==> config.mk <==
export PLATFORM = sky130hd
export DESIGN_NAME = mem_access_unit
export DESIGN_NICKNAME = d
export VERILOG_FILES = /design/src/rtl/mem_access_unit.sv
export SDC_FILE = /design/constraint.sdc
export NUM_CORES = 1
export LEC_CHECK = 0
export ABC_AREA = 1
export BUFFER_PORTS_ARGS = -buffer_cell sky130_fd_sc_hd__buf_2
export CAP_MARGIN = 5
export CELL_PAD_IN_SITES_DETAIL_PLACEMENT = 0
export CELL_PAD_IN_SITES_GLOBAL_PLACEMENT = 1
export CORE_AREA = 2 2 133 135
export CTS_BUF_LIST = sky130_fd_sc_hd__clkbuf_4 sky130_fd_sc_hd__clkbuf_8
export CTS_CLUSTER_DIAMETER = 60
export CTS_CLUSTER_SIZE = 16
export DETAILED_ROUTE_END_ITERATION = 10
export DIE_AREA = 0 0 135 137
export PLACE_DENSITY_LB_ADDON = 0.08
export SETUP_SLACK_MARGIN = 0.4
export SYNTH_ARGS = -nofsm -noshare
export SYNTH_HDL_FRONTEND = slang
export SYNTH_SLANG_ARGS = --single-unit
export TNS_END_PERCENT = 100
==> constraint.sdc <==
create_clock -name i_clk -period 1.6 [get_ports i_clk]
set_input_delay 0.24 -clock i_clk [delete_from_list [all_inputs] [get_ports i_clk]]
set_output_delay 0.24 -clock i_clk [all_outputs]
set_load 0.05 [all_outputs]
==> src/rtl/mem_access_unit.sv <==
// mem_access_unit: arbitrates load and store buffer channels onto a single
// data-memory port and broadcasts load results on the common data bus.
//
// Ports:
//   i_clk, i_rst                 clock, synchronous active-high reset
//   i_ld_valid/o_ld_ready        per-channel load request / accept
//   i_ld_addr, i_ld_tag          flattened per-channel load address / tag
//   i_st_valid/o_st_ready        per-channel store request / accept
//   i_st_addr, i_st_data         flattened per-channel store address / data
//   o_mem_we/o_mem_addr/o_mem_wdata  memory port (read data one cycle later)
//   i_mem_rdata                  memory read data
//   o_cdb_req/i_cdb_grant        result-bus request / grant
//   o_cdb_tag/o_cdb_data         load result broadcast
module mem_access_unit #(
  parameter int unsigned NUM_LD     = 2,
  parameter int unsigned NUM_ST     = 2,
  parameter int unsigned XLEN       = 32,
  parameter int unsigned TAG_W      = 4,
  parameter int unsigned STARVE_MAX = 4
) (
  input  logic                    i_clk,
  input  logic                    i_rst,
  input  logic [NUM_LD-1:0]       i_ld_valid,
  output logic [NUM_LD-1:0]       o_ld_ready,
  input  logic [NUM_LD*XLEN-1:0]  i_ld_addr,
  input  logic [NUM_LD*TAG_W-1:0] i_ld_tag,
  input  logic [NUM_ST-1:0]       i_st_valid,
  output logic [NUM_ST-1:0]       o_st_ready,
  input  logic [NUM_ST*XLEN-1:0]  i_st_addr,
  input  logic [NUM_ST*XLEN-1:0]  i_st_data,
  output logic                    o_mem_we,
  output logic [XLEN-1:0]         o_mem_addr,
  output logic [XLEN-1:0]         o_mem_wdata,
  input  logic [XLEN-1:0]         i_mem_rdata,
  output logic                    o_cdb_req,
  input  logic                    i_cdb_grant,
  output logic [TAG_W-1:0]        o_cdb_tag,
  output logic [XLEN-1:0]         o_cdb_data
);

  localparam int unsigned LD_IW = (NUM_LD > 1) ? $clog2(NUM_LD) : 1;
  localparam int unsigned ST_IW = (NUM_ST > 1) ? $clog2(NUM_ST) : 1;
  localparam int unsigned CNT_W = (STARVE_MAX > 0) ? $clog2(STARVE_MAX + 1) : 1;

  localparam logic [1:0] S_IDLE     = 2'd0;
  localparam logic [1:0] S_LD_WAIT  = 2'd1;
  localparam logic [1:0] S_LD_BCAST = 2'd2;

  logic [1:0]       r_state;
  logic [LD_IW-1:0] r_ld_ptr;
  logic [ST_IW-1:0] r_st_ptr;
  logic [CNT_W-1:0] r_starve;
  logic [TAG_W-1:0] r_tag;
  logic [XLEN-1:0]  r_data;

  logic [1:0]       w_state_nxt;
  logic [LD_IW-1:0] w_ld_ptr_nxt;
  logic [ST_IW-1:0] w_st_ptr_nxt;
  logic [CNT_W-1:0] w_starve_nxt;
  logic [TAG_W-1:0] w_tag_nxt;
  logic [XLEN-1:0]  w_data_nxt;

  logic             w_ld_any;
  logic [LD_IW-1:0] w_ld_sel;
  logic [XLEN-1:0]  w_ld_addr;
  logic [TAG_W-1:0] w_ld_tag;
  logic             w_st_any;
  logic [ST_IW-1:0] w_st_sel;
  logic [XLEN-1:0]  w_st_addr;
  logic [XLEN-1:0]  w_st_data;

  // Load round-robin: first valid channel at or after the pointer.
  always_comb begin
    logic [LD_IW-1:0] idx;
    w_ld_any  = 1'b0;
    w_ld_sel  = '0;
    w_ld_addr = '0;
    w_ld_tag  = '0;
    idx       = '0;
    for (int i = 0; i < int'(NUM_LD); i++) begin
      idx = LD_IW'((int'(r_ld_ptr) + i) % int'(NUM_LD));
      if (!w_ld_any && i_ld_valid[idx]) begin
        w_ld_any = 1'b1;
        w_ld_sel = idx;
      end
    end
    for (int i = 0; i < int'(NUM_LD); i++) begin
      if (LD_IW'(i) == w_ld_sel) begin
        w_ld_addr = i_ld_addr[i*XLEN +: XLEN];
        w_ld_tag  = i_ld_tag[i*TAG_W +: TAG_W];
      end
    end
  end

  // Store round-robin, independent pointer.
  always_comb begin
    logic [ST_IW-1:0] idx;
    w_st_any  = 1'b0;
    w_st_sel  = '0;
    w_st_addr = '0;
    w_st_data = '0;
    idx       = '0;
    for (int i = 0; i < int'(NUM_ST); i++) begin
      idx = ST_IW'((int'(r_st_ptr) + i) % int'(NUM_ST));
      if (!w_st_any && i_st_valid[idx]) begin
        w_st_any = 1'b1;
        w_st_sel = idx;
      end
    end
    for (int i = 0; i < int'(NUM_ST); i++) begin
      if (ST_IW'(i) == w_st_sel) begin
        w_st_addr = i_st_addr[i*XLEN +: XLEN];
        w_st_data = i_st_data[i*XLEN +: XLEN];
      end
    end
  end

  // Next-state and memory-port decode.
  always_comb begin
    w_state_nxt  = r_state;
    w_ld_ptr_nxt = r_ld_ptr;
    w_st_ptr_nxt = r_st_ptr;
    w_starve_nxt = r_starve;
    w_tag_nxt    = r_tag;
    w_data_nxt   = r_data;
    o_ld_ready   = '0;
    o_st_ready   = '0;
    o_mem_we     = 1'b0;
    o_mem_addr   = '0;
    o_mem_wdata  = '0;

    case (r_state)
      S_IDLE: begin
        // A starved store pre-empts loads; otherwise stores only fill load-free cycles.
        if (w_st_any && ((r_starve == CNT_W'(STARVE_MAX)) || !w_ld_any)) begin
          o_st_ready[w_st_sel] = 1'b1;
          o_mem_we             = 1'b1;
          o_mem_addr           = w_st_addr;
          o_mem_wdata          = w_st_data;
          w_st_ptr_nxt = (w_st_sel == ST_IW'(NUM_ST - 1)) ? '0 : w_st_sel + ST_IW'(1);
          w_starve_nxt = '0;
        end else if (w_ld_any) begin
          o_ld_ready[w_ld_sel] = 1'b1;
          o_mem_addr           = w_ld_addr;
          w_tag_nxt            = w_ld_tag;
          w_ld_ptr_nxt = (w_ld_sel == LD_IW'(NUM_LD - 1)) ? '0 : w_ld_sel + LD_IW'(1);
          // Counter is below the limit here whenever a store is pending.
          if (w_st_any) begin
            w_starve_nxt = r_starve + CNT_W'(1);
          end
          w_state_nxt = S_LD_WAIT;
        end
      end
      S_LD_WAIT: begin
        w_data_nxt  = i_mem_rdata;
        w_state_nxt = S_LD_BCAST;
      end
      S_LD_BCAST: begin
        if (i_cdb_grant) begin
          w_state_nxt = S_IDLE;
        end
      end
      default: w_state_nxt = S_IDLE;
    endcase

    // Reset outranks any request in the same cycle.
    if (i_rst) begin
      o_ld_ready  = '0;
      o_st_ready  = '0;
      o_mem_we    = 1'b0;
      o_mem_addr  = '0;
      o_mem_wdata = '0;
    end
  end

  // State and datapath registers.
  always_ff @(posedge i_clk) begin
    if (i_rst) begin
      r_state  <= S_IDLE;
      r_ld_ptr <= '0;
      r_st_ptr <= '0;
      r_starve <= '0;
      r_tag    <= '0;
      r_data   <= '0;
    end else begin
      r_state  <= w_state_nxt;
      r_ld_ptr <= w_ld_ptr_nxt;
      r_st_ptr <= w_st_ptr_nxt;
      r_starve <= w_starve_nxt;
      r_tag    <= w_tag_nxt;
      r_data   <= w_data_nxt;
    end
  end

  assign o_cdb_req  = (r_state == S_LD_BCAST);
  assign o_cdb_tag  = r_tag;
  assign o_cdb_data = r_data;

endmodule

Yosys cells after proc, flatten, opt, wreduce, memory -nomap -nowiden
Index checks and enable logic that the tools add are counted.
Widths: inputs -> output; s select.

word-level totals
  output and inout port bits = 106
  register bits = 43
  word-level logic and storage cells = 92

cells by class
  add/sub/neg operators = 5
  bitwise gates (word level) = 1
  reductions and logical operators = 16
  magnitude comparators = 8
  equal/unequal tests = 6
  multiplexer cells = 50

operators by type and width
  kind                 number
  $mux 32              10
  $mux 1               23
  $mux 2               10
  $lt 1x2->1 const B   6
  $mux 3               3
  $reduce_and 3->1     3
  $pmux 2 s3           1
  $logic_and 1x1->1    5
  $add 1x1->1 const B  4
  $mux 4               1
  $ne 2x2->1 const B   2
  $reduce_bool 2->1    2
  $add 3x1->3 const B  1
  $eq 3x3->1 const B   1
  $logic_not 1->1      3
  $demux 1 s1          2
  $eq 2x1->1 const B   1
  $eq 2x2->1 const B   1
  $ge 1x1->1 const B   2
  $logic_not 2->1      1
  $ne 2x1->1 const B   1
  $reduce_and 2->1     1
  $logic_or 1x1->1     1
  $not 1->1            1

Depth between registers and ports, before layout
  word-level depth = 14
  depth in mapped cells = 10

Least setup slack after synthesis
Ideal clock, no wire load.

  kind = reg2out
  start point = reg r_starve[0]
  end point = out o_mem_addr[24]
  stages on the path, launching flop included = 10
  arrival time = 1.875 ns
  buffers on the path = 2
  data required time = 1.360 ns
  path slack = -0.515 ns
  cell sequence = dfxtp_1 > inv_1 > ha_1 > nand2_1 > nand2_2 > nand2_4 > buf_6 > buf_6 > nand3_1 > a21oi_1

between the ends
  word-level cells in the longest chain between the ends = 6

RTL lines
  item                    RTL line  source
  start, declared         52        logic [CNT_W-1:0] r_starve;
  start signal, assigned  189       r_starve <= w_starve_nxt;
  $eq 3x3->1              135       if (w_st_any && ((r_starve == CNT_W'(STARVE_MAX)) || !w_ld_any)) begin
  $logic_or 1x1->1        135
  $logic_and 1x1->1       135
  $mux 32                 135
  $mux 32                 132       case (r_state)
  $mux 32                 167       if (i_rst) begin
  end, declared           32        output logic [XLEN-1:0] o_mem_addr,

Every way passes these cells.

Final worst setup path
  start point = reg r_starve[0]
  end point = out o_mem_addr[31]

The elaborated chain is that of the path after synthesis.

==> impl_metrics.toml <==
[sta]
hold_viol_final = 0
slew_headroom_pct = 72.77
setup_viol = 69
rsz0062_at_grt = "true"
worst_pin_slew_ns = 0.4085
fin_crit_ns = 2.013
fin_setup_tns_ns = -24.87
clock_skew_ns = 0.007447
fmax_mhz = 496.7
worst_slack_ns = -0.4133
finalMaxSlewViolations = 0
finalCritPeriodShare_pct = 125.8

[routing]
wl_um = 21700
drt_iter0_drc = 180
vias = 6072
ant_nets = 0
vias_per_cell = 4.521
wl_per_cell_um = 16.16
dr.pass1.iters = 4
post-route-drc-count = 0

[cts]
cts_hold_buf = 0
clk_path_buf_depth = 2
clock_sinks = 43
clk_pin_slew_worst_paths_ns = 0.08
cts_tree = "yes"
clockRootBuffer = "clkbuf_8"
htreeDepth = 2
clkLatencyLatePin_ns = 0.30
numCtsBuffers = 5

[setup_path]
startpoint_type = "flip-flop"
criticalPathCategory = "reg -> out"
critPathBufInv = 4
endpoint_kind = "primary output"
crit_arrival_ns = 1.77
cp-startpoint = "r_starve[0]"
cp_data_required_time_ns = 1.36
critical_path.top_delay_family = "buffers and inverters"
crit_path_frequent_cell = "nand2_4"
cp_max_fo = 11
crit_path_cell_trace = "inv_2, ha_4, nand2_4, nand2_4, nand2_8, clkinv_8, clkbuf_16, nand2_1, a21oi_4, buf_12"
timing.rr.start = "r_starve[0]"
critPathMaxStageDelay_ns = 0.33
crit_path_top_delay_cell = "dfxtp_2"

[flow_run]
maxCapViolations = 0

[global_routing]
grt_usage_pct = 20.50
antenna_found_initial = 2
grt_pass1_vias = 5664
grt_max_degree = 39
grt-ovfl-total = 0
grt_pass1_wl_um = 30200

[final_layout]
final_cell_mix = "nand2_1, buf_2, nand3_1"
final_common_cell = "nand2_1"
nNetsFinal = 1355
layout-drive-gt1-share_pct = 56.32
utilization_pct = 50.42
area_growth_pct = 124.3
design_area_mm2 = 0.008600

[synth]
syn_inst = 736
synthTopCellsByArea = "nand2_1, dfxtp_1, nand3_1"
ys_seq_area_share_pct = 22.45
syn_avg_cell_area_um2 = 5.209
yosysUniqueCellTypes = 25
synth_seq_cells = 43
synth_top_area_share_pct = 31.23
synth_nets = 977
ys_warn_count = 0
synthesis.area_mm2 = 0.003834
synth_top_cell_by_area = "nand2_1"

[power_and_ir_drop]
power_leakage_uw = 0.004310
seq_power_share_pct = 22.9
p_switching_uw = 2422
pwr-share-clk_pct = 16.3
p_per_area_mw_per_mm2 = 631.5
swShare_pct = 44.60
internal_power_uw = 3009
comb_power_share_pct = 60.8
vdd_ir_drop_max_uv = 896.9

[die]
die-area_mm2 = 0.01850
core_mm2 = 0.01706
initial_core_util_pct = 22.48
num_rows = 48
io-pin-count = 345
fp.dieH_um = 137
die_w_um = 135

[place]
hpwlAfterDp_um = 14870
placed_cell_area_mm2 = 0.006889
portBuffers = 344
routabilityCongestion = 0.7986

[outcome]
violations = "setup timing"
status = "complete, but fails checks"

[min_path]
worstHoldStart = "i_mem_rdata[22]"
holdCritPathClass = "in -> reg"
path summary, 6_finish.rpt:
| path | end | slack (ns) | depth (start not counted) |
|---|---|---|---|
| max | o_mem_addr[31] | -0.41 | 10 |
| min reg2reg | o_cdb_tag[3] | 0.47 | 2 |
| max reg2reg | r_st_ptr | 0.05 | 11 |
| min | o_cdb_data[22] | 0.14 | 3 |
stage by stage:
step	std cells	hold slack, ns	setup slack [ns]	power, uW
floorplan	736	0.3749	-0.1315	2993
global placement	1302	0.4529	-0.2472	3904
detailed placement	1302	0.4593	-0.2652	3900
CTS	1318	0.1484	-0.4322	5068
global route	1342	0.1457	-0.5069	5745
finish	1343	0.1435	-0.4133	5431
synthesized netlist by cell type, drive strengths merged:
master	instances
buf	36
nor3	1
nand2	323
nor4	1
nand3	103
nand4	2
xor2	1
a21oi	36
ha	2
clkinv	1
o21ai	35
inv	24
dfxtp	43
nor2	107
clkbuf	21
flip-flops by register name, indices dropped and copies added (netlist names):
register and cells:
r_ld_ptr 1, o_cdb_tag 4, r_starve 3, o_cdb_data 32, r_st_ptr 1, r_state 2
final cells by class:
cell class / count / area (um2)
sequential: 43 / 868.3
antenna: 3 / 7.507
timing repair buffer: 428 / 3510
clock inverter: 2 / 35.03
tap: 225 / 281.5
fill: 1772 / 8457
inverter: 25 / 136.4
clock buffer: 6 / 82.58
multi-input combinational: 611 / 3679
what timing repair did:
item                                    4_1_cts  5_1_grt
pin swaps                                     9       34
resized for setup                           159      184
endpoints found under the setup margin      113      113
hold endpoints to repair                      0        0
cloned                                        5       10
setup buffers                                 3       12
worst reg2reg max path: cells and delay by family, from the launching register on:
kind                       cells  cell delay, ns
buffers and inverters          4            0.53
adders and majority gates      1            0.14
AOI/OAI and AO/OA              1            0.05
and+or+nand+nor                5            0.45
DFF                            1            0.33
routing by layer:
metal	track usage (%)	up-vias	share of wire (%)
met4	5.440	0	1.7
met1	25.00	2716	39
met5	0	-	0
met2	36.94	240	51
li1	-	3090	-
met3	3.815	26	8.1
logic make-up after synthesis:
logic type	Yosys count	synth area share (%)
and+or+nand+nor	537	57.31
buffers and inverters	82	10.08
AOI/OAI and AO/OA	71	9.269
DFF	43	22.45
adders and majority gates	2	0.6526
xor gates and xnor gates	1	0.2285
power by group through the flow:
stage	clock, uW	sequential (uW)	combinational, uW
floorplan	0	1590	1410
finish	884	1250	3300
detailed placement	0	1250	2650
global placement	0	1250	2650
CTS	912	1240	2920
global route	954	1260	3530
(Power assumes the default switching activity.)
